--- config.mk ---
export PLATFORM = sky130hd
export DESIGN_NAME = per2axi_req_channel
export DESIGN_NICKNAME = d
export VERILOG_FILES = /design/src/rtl/per2axi_req_channel.sv
export SDC_FILE = /design/constraint.sdc
export NUM_CORES = 1
export LEC_CHECK = 0
export BUFFER_PORTS_ARGS = -buffer_cell sky130_fd_sc_hd__buf_2
export CORE_AREA = 2 2 121 123
export DETAILED_ROUTE_END_ITERATION = 16
export DIE_AREA = 0 0 123 125
export GPL_ROUTABILITY_DRIVEN = 1
export SYNTH_ARGS = -nofsm -noshare
export SYNTH_HDL_FRONTEND = slang
export SYNTH_SLANG_ARGS = --single-unit
--- constraint.sdc ---
create_clock -name clk_i -period 4 [get_ports clk_i]
set_input_delay 0.2 -clock clk_i [delete_from_list [all_inputs] [get_ports clk_i]]
set_output_delay 0.2 -clock clk_i [all_outputs]
set_load 0.005 [all_outputs]
--- src/rtl/per2axi_req_channel.sv ---
// Request stage of the peripheral-to-AXI bridge: turns single-beat peripheral requests into AW+W or AR.
// Optional macro PER2AXI_BACK2BACK_EN lets a new request be granted in the cycle the current one completes.
module per2axi_req_channel #(
    parameter int PER_ADDR_WIDTH = 32,
    parameter int PER_ID_WIDTH   = 5,
    parameter int AXI_ADDR_WIDTH = 32,
    parameter int AXI_DATA_WIDTH = 64,
    parameter int AXI_USER_WIDTH = 6,
    parameter int AXI_ID_WIDTH   = 3,
    parameter int AXI_STRB_WIDTH = AXI_DATA_WIDTH / 8
) (
    input  logic                      clk_i,
    input  logic                      rst_ni,
    input  logic                      per_slave_req_i,
    input  logic [PER_ADDR_WIDTH-1:0] per_slave_add_i,
    input  logic                      per_slave_we_i,
    input  logic [31:0]               per_slave_wdata_i,
    input  logic [3:0]                per_slave_be_i,
    input  logic [PER_ID_WIDTH-1:0]   per_slave_id_i,
    output logic                      per_slave_gnt_o,
    output logic                      axi_master_aw_valid_o,
    input  logic                      axi_master_aw_ready_i,
    output logic [AXI_ADDR_WIDTH-1:0] axi_master_aw_addr_o,
    output logic [7:0]                axi_master_aw_len_o,
    output logic [2:0]                axi_master_aw_size_o,
    output logic [1:0]                axi_master_aw_burst_o,
    output logic [AXI_ID_WIDTH-1:0]   axi_master_aw_id_o,
    output logic [AXI_USER_WIDTH-1:0] axi_master_aw_user_o,
    output logic                      axi_master_w_valid_o,
    input  logic                      axi_master_w_ready_i,
    output logic [AXI_DATA_WIDTH-1:0] axi_master_w_data_o,
    output logic [AXI_STRB_WIDTH-1:0] axi_master_w_strb_o,
    output logic [AXI_USER_WIDTH-1:0] axi_master_w_user_o,
    output logic                      axi_master_w_last_o,
    output logic                      axi_master_ar_valid_o,
    input  logic                      axi_master_ar_ready_i,
    output logic [AXI_ADDR_WIDTH-1:0] axi_master_ar_addr_o,
    output logic [7:0]                axi_master_ar_len_o,
    output logic [2:0]                axi_master_ar_size_o,
    output logic [1:0]                axi_master_ar_burst_o,
    output logic [AXI_ID_WIDTH-1:0]   axi_master_ar_id_o,
    output logic [AXI_USER_WIDTH-1:0] axi_master_ar_user_o,
    output logic                      trans_req_o,
    output logic                      trans_we_o,
    output logic [PER_ID_WIDTH-1:0]   trans_id_o,
    output logic [PER_ADDR_WIDTH-1:0] trans_add_o
);

`ifdef PER2AXI_BACK2BACK_EN
    localparam logic B2B_EN = 1'b1;
`else
    localparam logic B2B_EN = 1'b0;
`endif

    typedef enum logic [2:0] {IDLE, WR_BOTH, WR_AW, WR_W, RD} state_e;

    state_e                    state_q;
    logic [AXI_ADDR_WIDTH-1:0] addr_q;
    logic [AXI_ID_WIDTH-1:0]   id_q;
    logic [AXI_DATA_WIDTH-1:0] wdata_q;
    logic [AXI_STRB_WIDTH-1:0] strb_q;
    logic                      aw_valid_q;
    logic                      w_valid_q;
    logic                      ar_valid_q;

    logic aw_hs_s;
    logic w_hs_s;
    logic ar_hs_s;
    logic done_s;
    logic gnt_s;
    logic accept_s;

    // The 32-bit word sits in the upper half of the 64-bit beat when address bit 2 is set.
    function automatic logic [AXI_STRB_WIDTH-1:0] lane_strb(input logic hi, input logic [3:0] be);
        if (hi) begin
            lane_strb = {be, 4'b0000};
        end else begin
            lane_strb = {4'b0000, be};
        end
    endfunction

    assign aw_hs_s  = aw_valid_q & axi_master_aw_ready_i;
    assign w_hs_s   = w_valid_q & axi_master_w_ready_i;
    assign ar_hs_s  = ar_valid_q & axi_master_ar_ready_i;
    assign accept_s = per_slave_req_i & gnt_s;

    // Detects the cycle in which the last outstanding handshake of the current transaction completes.
    always_comb begin
        done_s = 1'b0;
        case (state_q)
            WR_BOTH: done_s = aw_hs_s & w_hs_s;
            WR_AW:   done_s = aw_hs_s;
            WR_W:    done_s = w_hs_s;
            RD:      done_s = ar_hs_s;
            default: done_s = 1'b0;
        endcase
    end

    // Grant generation: always in IDLE, optionally also on completion.
    always_comb begin
        if (state_q == IDLE) begin
            gnt_s = per_slave_req_i;
        end else if (B2B_EN) begin
            gnt_s = per_slave_req_i & done_s;
        end else begin
            gnt_s = 1'b0;
        end
    end

    // Transaction FSM with registered valids and payload; payload only changes on acceptance.
    always_ff @(posedge clk_i or negedge rst_ni) begin
        if (!rst_ni) begin
            state_q    <= IDLE;
            addr_q     <= {AXI_ADDR_WIDTH{1'b0}};
            id_q       <= {AXI_ID_WIDTH{1'b0}};
            wdata_q    <= {AXI_DATA_WIDTH{1'b0}};
            strb_q     <= {AXI_STRB_WIDTH{1'b0}};
            aw_valid_q <= 1'b0;
            w_valid_q  <= 1'b0;
            ar_valid_q <= 1'b0;
        end else if (accept_s) begin
            addr_q  <= AXI_ADDR_WIDTH'(per_slave_add_i);
            id_q    <= AXI_ID_WIDTH'(per_slave_id_i);
            wdata_q <= {2{per_slave_wdata_i}};
            strb_q  <= lane_strb(per_slave_add_i[2], per_slave_be_i);
            if (per_slave_we_i) begin
                state_q    <= RD;
                aw_valid_q <= 1'b0;
                w_valid_q  <= 1'b0;
                ar_valid_q <= 1'b1;
            end else begin
                state_q    <= WR_BOTH;
                aw_valid_q <= 1'b1;
                w_valid_q  <= 1'b1;
                ar_valid_q <= 1'b0;
            end
        end else begin
            case (state_q)
                IDLE: begin
                    state_q <= IDLE;
                end
                WR_BOTH: begin
                    if (aw_hs_s && w_hs_s) begin
                        state_q    <= IDLE;
                        aw_valid_q <= 1'b0;
                        w_valid_q  <= 1'b0;
                    end else if (aw_hs_s) begin
                        state_q    <= WR_W;
                        aw_valid_q <= 1'b0;
                    end else if (w_hs_s) begin
                        state_q   <= WR_AW;
                        w_valid_q <= 1'b0;
                    end
                end
                WR_AW: begin
                    if (aw_hs_s) begin
                        state_q    <= IDLE;
                        aw_valid_q <= 1'b0;
                    end
                end
                WR_W: begin
                    if (w_hs_s) begin
                        state_q   <= IDLE;
                        w_valid_q <= 1'b0;
                    end
                end
                RD: begin
                    if (ar_hs_s) begin
                        state_q    <= IDLE;
                        ar_valid_q <= 1'b0;
                    end
                end
                default: begin
                    state_q    <= IDLE;
                    aw_valid_q <= 1'b0;
                    w_valid_q  <= 1'b0;
                    ar_valid_q <= 1'b0;
                end
            endcase
        end
    end

    assign per_slave_gnt_o       = gnt_s;
    assign trans_req_o           = accept_s;
    assign trans_we_o            = per_slave_we_i;
    assign trans_id_o            = per_slave_id_i;
    assign trans_add_o           = per_slave_add_i;

    assign axi_master_aw_valid_o = aw_valid_q;
    assign axi_master_aw_addr_o  = addr_q;
    assign axi_master_aw_len_o   = 8'd0;
    assign axi_master_aw_size_o  = 3'b010;
    assign axi_master_aw_burst_o = 2'b01;
    assign axi_master_aw_id_o    = id_q;
    assign axi_master_aw_user_o  = {AXI_USER_WIDTH{1'b0}};

    assign axi_master_w_valid_o  = w_valid_q;
    assign axi_master_w_data_o   = wdata_q;
    assign axi_master_w_strb_o   = strb_q;
    assign axi_master_w_user_o   = {AXI_USER_WIDTH{1'b0}};
    assign axi_master_w_last_o   = 1'b1;

    assign axi_master_ar_valid_o = ar_valid_q;
    assign axi_master_ar_addr_o  = addr_q;
    assign axi_master_ar_len_o   = 8'd0;
    assign axi_master_ar_size_o  = 3'b010;
    assign axi_master_ar_burst_o = 2'b01;
    assign axi_master_ar_id_o    = id_q;
    assign axi_master_ar_user_o  = {AXI_USER_WIDTH{1'b0}};

endmodule

# ---- Word-level counts from Yosys, hierarchy flattened
# Index checks and enable logic that the tools add are counted.
dict set report classes {
  eq_ne 12
  mux 25
  n_bitwise 4
  reduce_logical 8
}
# op count
set op_table {}
lappend op_table {{two-way mux 3 bit} 8}
lappend op_table {{two-way mux 1 bit} 12}
lappend op_table {{one-hot mux 3 bit (4 select lines)} 1}
lappend op_table {{inequality test 3 bit (second input constant)} 3}
lappend op_table {{two-way mux 8 bit} 1}
lappend op_table {{== test 3 x 2 -> 1 bit (second input constant)} 2}
lappend op_table {{inequality test 2 x 1 -> 1 bit (second input constant)} 3}
lappend op_table {{one-hot mux 1 bit (3 select lines)} 2}
lappend op_table {{OR reduction 3 bit} 2}
lappend op_table {{inequality test 5 bit (second input constant)} 1}
lappend op_table {{bitwise AND 1 bit} 4}
lappend op_table {{inequality test 4 bit (second input constant)} 1}
lappend op_table {{AND reduction 2 bit} 2}
lappend op_table {{AND reduction 4 bit} 1}
lappend op_table {{OR reduction 4 bit} 1}
lappend op_table {{== test 3 x 1 -> 1 bit (second input constant)} 1}
lappend op_table {{== test 3 bit (second input constant)} 1}
lappend op_table {{zero test 3 bit} 1}
lappend op_table {{one-hot mux 1 bit (2 select lines)} 1}
lappend op_table {{logical AND 1 bit} 1}
dict set report word_totals {
  ff_bits 113
  inputBits 80
  out_inout_bits 230
  elab_cells 57
}

# ---- Depth between registers and ports, before layout
dict set report depth {
  depth_word 6
  ltp_mapped 8
  depth_no_buf 4
}

# ---- Worst setup path before layout
# No wires, ideal clock.
dict set report synth_path {
  kind {reg-to-output}
  from {reg state_q[2]}
  to {out trans_req_o}
  arrival_ns 1.522
  slack_ns 2.278
  path_stages_with_launch 7
  path_buffers 4
  cell_sequence {dfrtp_1 -> buf_6 -> or4b_1 -> buf_4 -> clkinv_4 -> buf_2 -> buf_4}
}
dict set report synth_via {
  elab_chain_cells 3
}
# element line
set synth_lines {}
lappend synth_lines {{from (decl)} 57} ;# state_e state_q;
lappend synth_lines {{from (signal assigned)} 113} ;# state_q <= IDLE;
lappend synth_lines {{from (signal assigned)} 127} ;# state_q <= RD;
lappend synth_lines {{from (signal assigned)} 132} ;# state_q <= WR_BOTH;
lappend synth_lines {{zero test 3 bit} 101} ;# if (state_q == IDLE) begin
lappend synth_lines {{two-way mux 1 bit} 101}
lappend synth_lines {{named net per_slave_gnt_o} 20} ;# output logic per_slave_gnt_o,
lappend synth_lines {{bitwise AND 1 bit} 85} ;# assign accept_s = per_slave_req_i & gnt_s;
lappend synth_lines {{to (decl)} 43} ;# output logic trans_req_o,
# The timed path passes the listed nets, and every way through them passes these cells.

# ---- Worst setup path after layout
dict set report layout_path {
  from {reg state_q[1]}
  to {out per_slave_gnt_o}
}
dict set report layout_via {
  elab_chain_cells 2
}
# element line
set layout_lines {}
lappend layout_lines {{zero test 3 bit} 101}
lappend layout_lines {{two-way mux 1 bit} 101}
lappend layout_lines {{to (decl)} 20}
# No other way between the ends.

==> impl_metrics.ini <==
[cells_and_area]
final_common_cell = buf_2
syn_to_final_growth_pct = 17.8
drive_gt1_frac = 0.429
n_fill_cell = 1530
antenna_cells = 0
postLayoutCoreUtil = 0.362
final_cell_mix = buf_2 (259), nand2_1 (220), dfrtp_1 (81)
final_cells = 843
nNetsFinal = 734

[worst_setup_path]
critPathLaunchType = register
r2r_start = state_q[1]$_DFFE_PN0P_
cp_slowest_stage_delay_ns = 0.78
crit_family = simple AND/OR/NAND/NOR gates
reg2reg_to = axi_master_ar_valid_o$_DFFE_PN0P_
crit_type = reg2out
crit_fanout = 40
r2r_setup_slack_ns = 1.79
r2r_cells = 5
cp_cell_sequence = or4b_4, clkinv_4, buf_4, buf_2
path_buf_inv = 3
cp.required_ns = 3.80
cp.arrival_ns = 2.24
end_kind = primary output
cp_slowest_cell = or4b_4

[logic_synthesis]
synth-edff-count = 0
yosysWarnings = 0
syn_area_um2 = 4360
synth_flop_cell = dfrtp_1
ys_seq_area_frac = 0.465
syn_inst = 508
syn_avg_cell_area_um2 = 8.59
yosysUniqueCellTypes = 26
synthArstFlopShare = 1.00
synth-seq-cells = 81

[grt]
grt_pass1_wl_um = 14700
grt_max_degree = 82
grt_usage = 0.121
antenna_found_initial = 0
grt_pass1_vias = 2939
grt_remaining_overflow = 0

[cts]
cts_buffer_depth = 2
cts_hold_buffers = 0
cts.reportedPaths.clkPinSlew_ns = 0.07
cts.sink_count = 81
cts_tree = done
cts_resized = 0
htree_levels = 3
cts_buffers = 9
insertion_delay_ns = 0.33
cts_root_buf = clkbuf_16
cts_setup_buffers = 0

[placement]
hpwl_um = 7140
routabilityCongestion = 0.700
port_buffers = 260
dp.cells = 827

[sta]
period_share = 0.609
setup_viol = 0
max-slew-margin-rel = 0.311
clock_skew_ns = 0.00601
min_period_ns = 2.44
fmax_mhz = 411
hold_viol = 0
rsz0062_at_grt = false
finalSetupTns_ns = 0
tightest_slew_ns = 1.03
slew_violations = 0

[pwr]
power_leakage_nw = 3.13
ir_worst_vdd_mv = 0.208
power.density_nw_per_um2 = 757

[die]
core_um2 = 14200
io_pins = 310
dieArea_um2 = 15400
initial_utilization = 0.307
fp.dieH_um = 125
fp-row-count = 44
dieWidth_um = 123

[min_path]
min_path_type = in2async

[drt]
ant_nets = 0
remaining_drc_errors = 0
via_count = 3376
wl_um = 9750
via_per_inst = 4.00
drt_first_iter_violations = 148
dr.pass1.iters = 4
wire_per_inst_um = 11.6

[run]
cap_violations = 0

[outcome]
status = finished, final reports clean
-- state kept, by name (all words and copies together) (netlist names) --
name and count:
axi_master_ar_addr_o 32, axi_master_ar_id_o 3, axi_master_ar_valid_o 1, axi_master_aw_valid_o 1
axi_master_w_data_o 32, axi_master_w_strb_o 8, axi_master_w_valid_o 1, state_q 3
-- power breakdown --
part | internal (mW) | switching, mW | leakage (nW)
clock | 0.555 | 0.351 | 0.158
combinational | 0.714 | 0.775 | 1.96
sequential | 1.21 | 0.291 | 1.01
total | 2.48 | 1.42 | 3.13
-- worst register-to-register path, stage by stage, from the launching register on --
cell and delay [ns]:
dfrtp_1 0.47, or4b_4 0.78, clkinv_4 0.12, buf_4 0.40
o21ai_0 0.15, a22o_1 0.19
-- layout make-up --
cell class                 count  area [um^2]  area share
sequential                    81         2030       0.394
timing repair buffer         263         1330       0.258
multi-input combinational    297         1220       0.237
tap                          184          230      0.0448
clock buffer                   9          225      0.0438
clock inverter                 7          101      0.0197
inverter                       2         12.5     0.00243
-- worst max path at each step --
stage | startpoint | depth (start not counted) | end
floorplan | state_q[2]$_DFFE_PN0P_ | 6 | trans_req_o
global placement | state_q[2]$_DFFE_PN0P_ | 5 | axi_master_ar_valid_o$_DFFE_PN0P_
detailed placement | state_q[2]$_DFFE_PN0P_ | 5 | axi_master_ar_valid_o$_DFFE_PN0P_
CTS | state_q[1]$_DFFE_PN0P_ | 4 | per_slave_gnt_o
global route | state_q[2]$_DFFE_PN0P_ | 4 | trans_req_o
finish | state_q[1]$_DFFE_PN0P_ | 4 | per_slave_gnt_o
-- stage by stage --
| step | hold slack [ns] | setup WS [ns] | area, um^2 | power, mW |
|---|---|---|---|---|
| 3_3_place_gp | 0.390 | 1.75 | 4810 | 3.02 |
| 5_1_grt | 0.0334 | 1.41 | 5140 | 4.24 |
| 6_report | 0.0417 | 1.56 | 5140 | 3.89 |
| 4_1_cts | 0.0406 | 1.51 | 5140 | 3.97 |
| 2_1_floorplan | -0.0956 | 2.28 | 4520 | 2.68 |
| 3_5_place_dp | 0.393 | 1.75 | 4810 | 3.04 |
-- layer usage --
metal,global-route usage,wire length (um)
met2,0.213,4810
met1,0.143,3980
met3,0.0306,851
met5,0,0
met4,0.0401,110
-- Yosys cell counts (2+ instances only) --
master / n / area [um^2]
nand2_1: 220 / 826
buf_4: 153 / 1150
dfrtp_1: 81 / 2030
buf_2: 6 / 30.0
clkbuf_1: 6 / 22.5
nand3b_1: 6 / 45.0
buf_6: 5 / 56.3
nand3_1: 5 / 25.0
a21oi_1: 3 / 15.0
o21ai_0: 3 / 15.0
a22o_1: 2 / 17.5
conb_1: 2 / 7.51
nand2b_1: 2 / 12.5
o22ai_1: 2 / 12.5
-- cell families (layout without fill, tap and decap cells) --
family / Yosys count / in the layout / share of synthesized area
and+or+nand+nor: 237 / 237 / 0.216
buffers and inverters: 173 / 281 / 0.295
DFF: 81 / 81 / 0.465
AOI/OAI and AO/OA: 14 / 14 / 0.0215
other: 2 / 45 / 0.00172
xor gates and xnor gates: 1 / 1 / 0.00201
(Power assumes the default switching activity.)
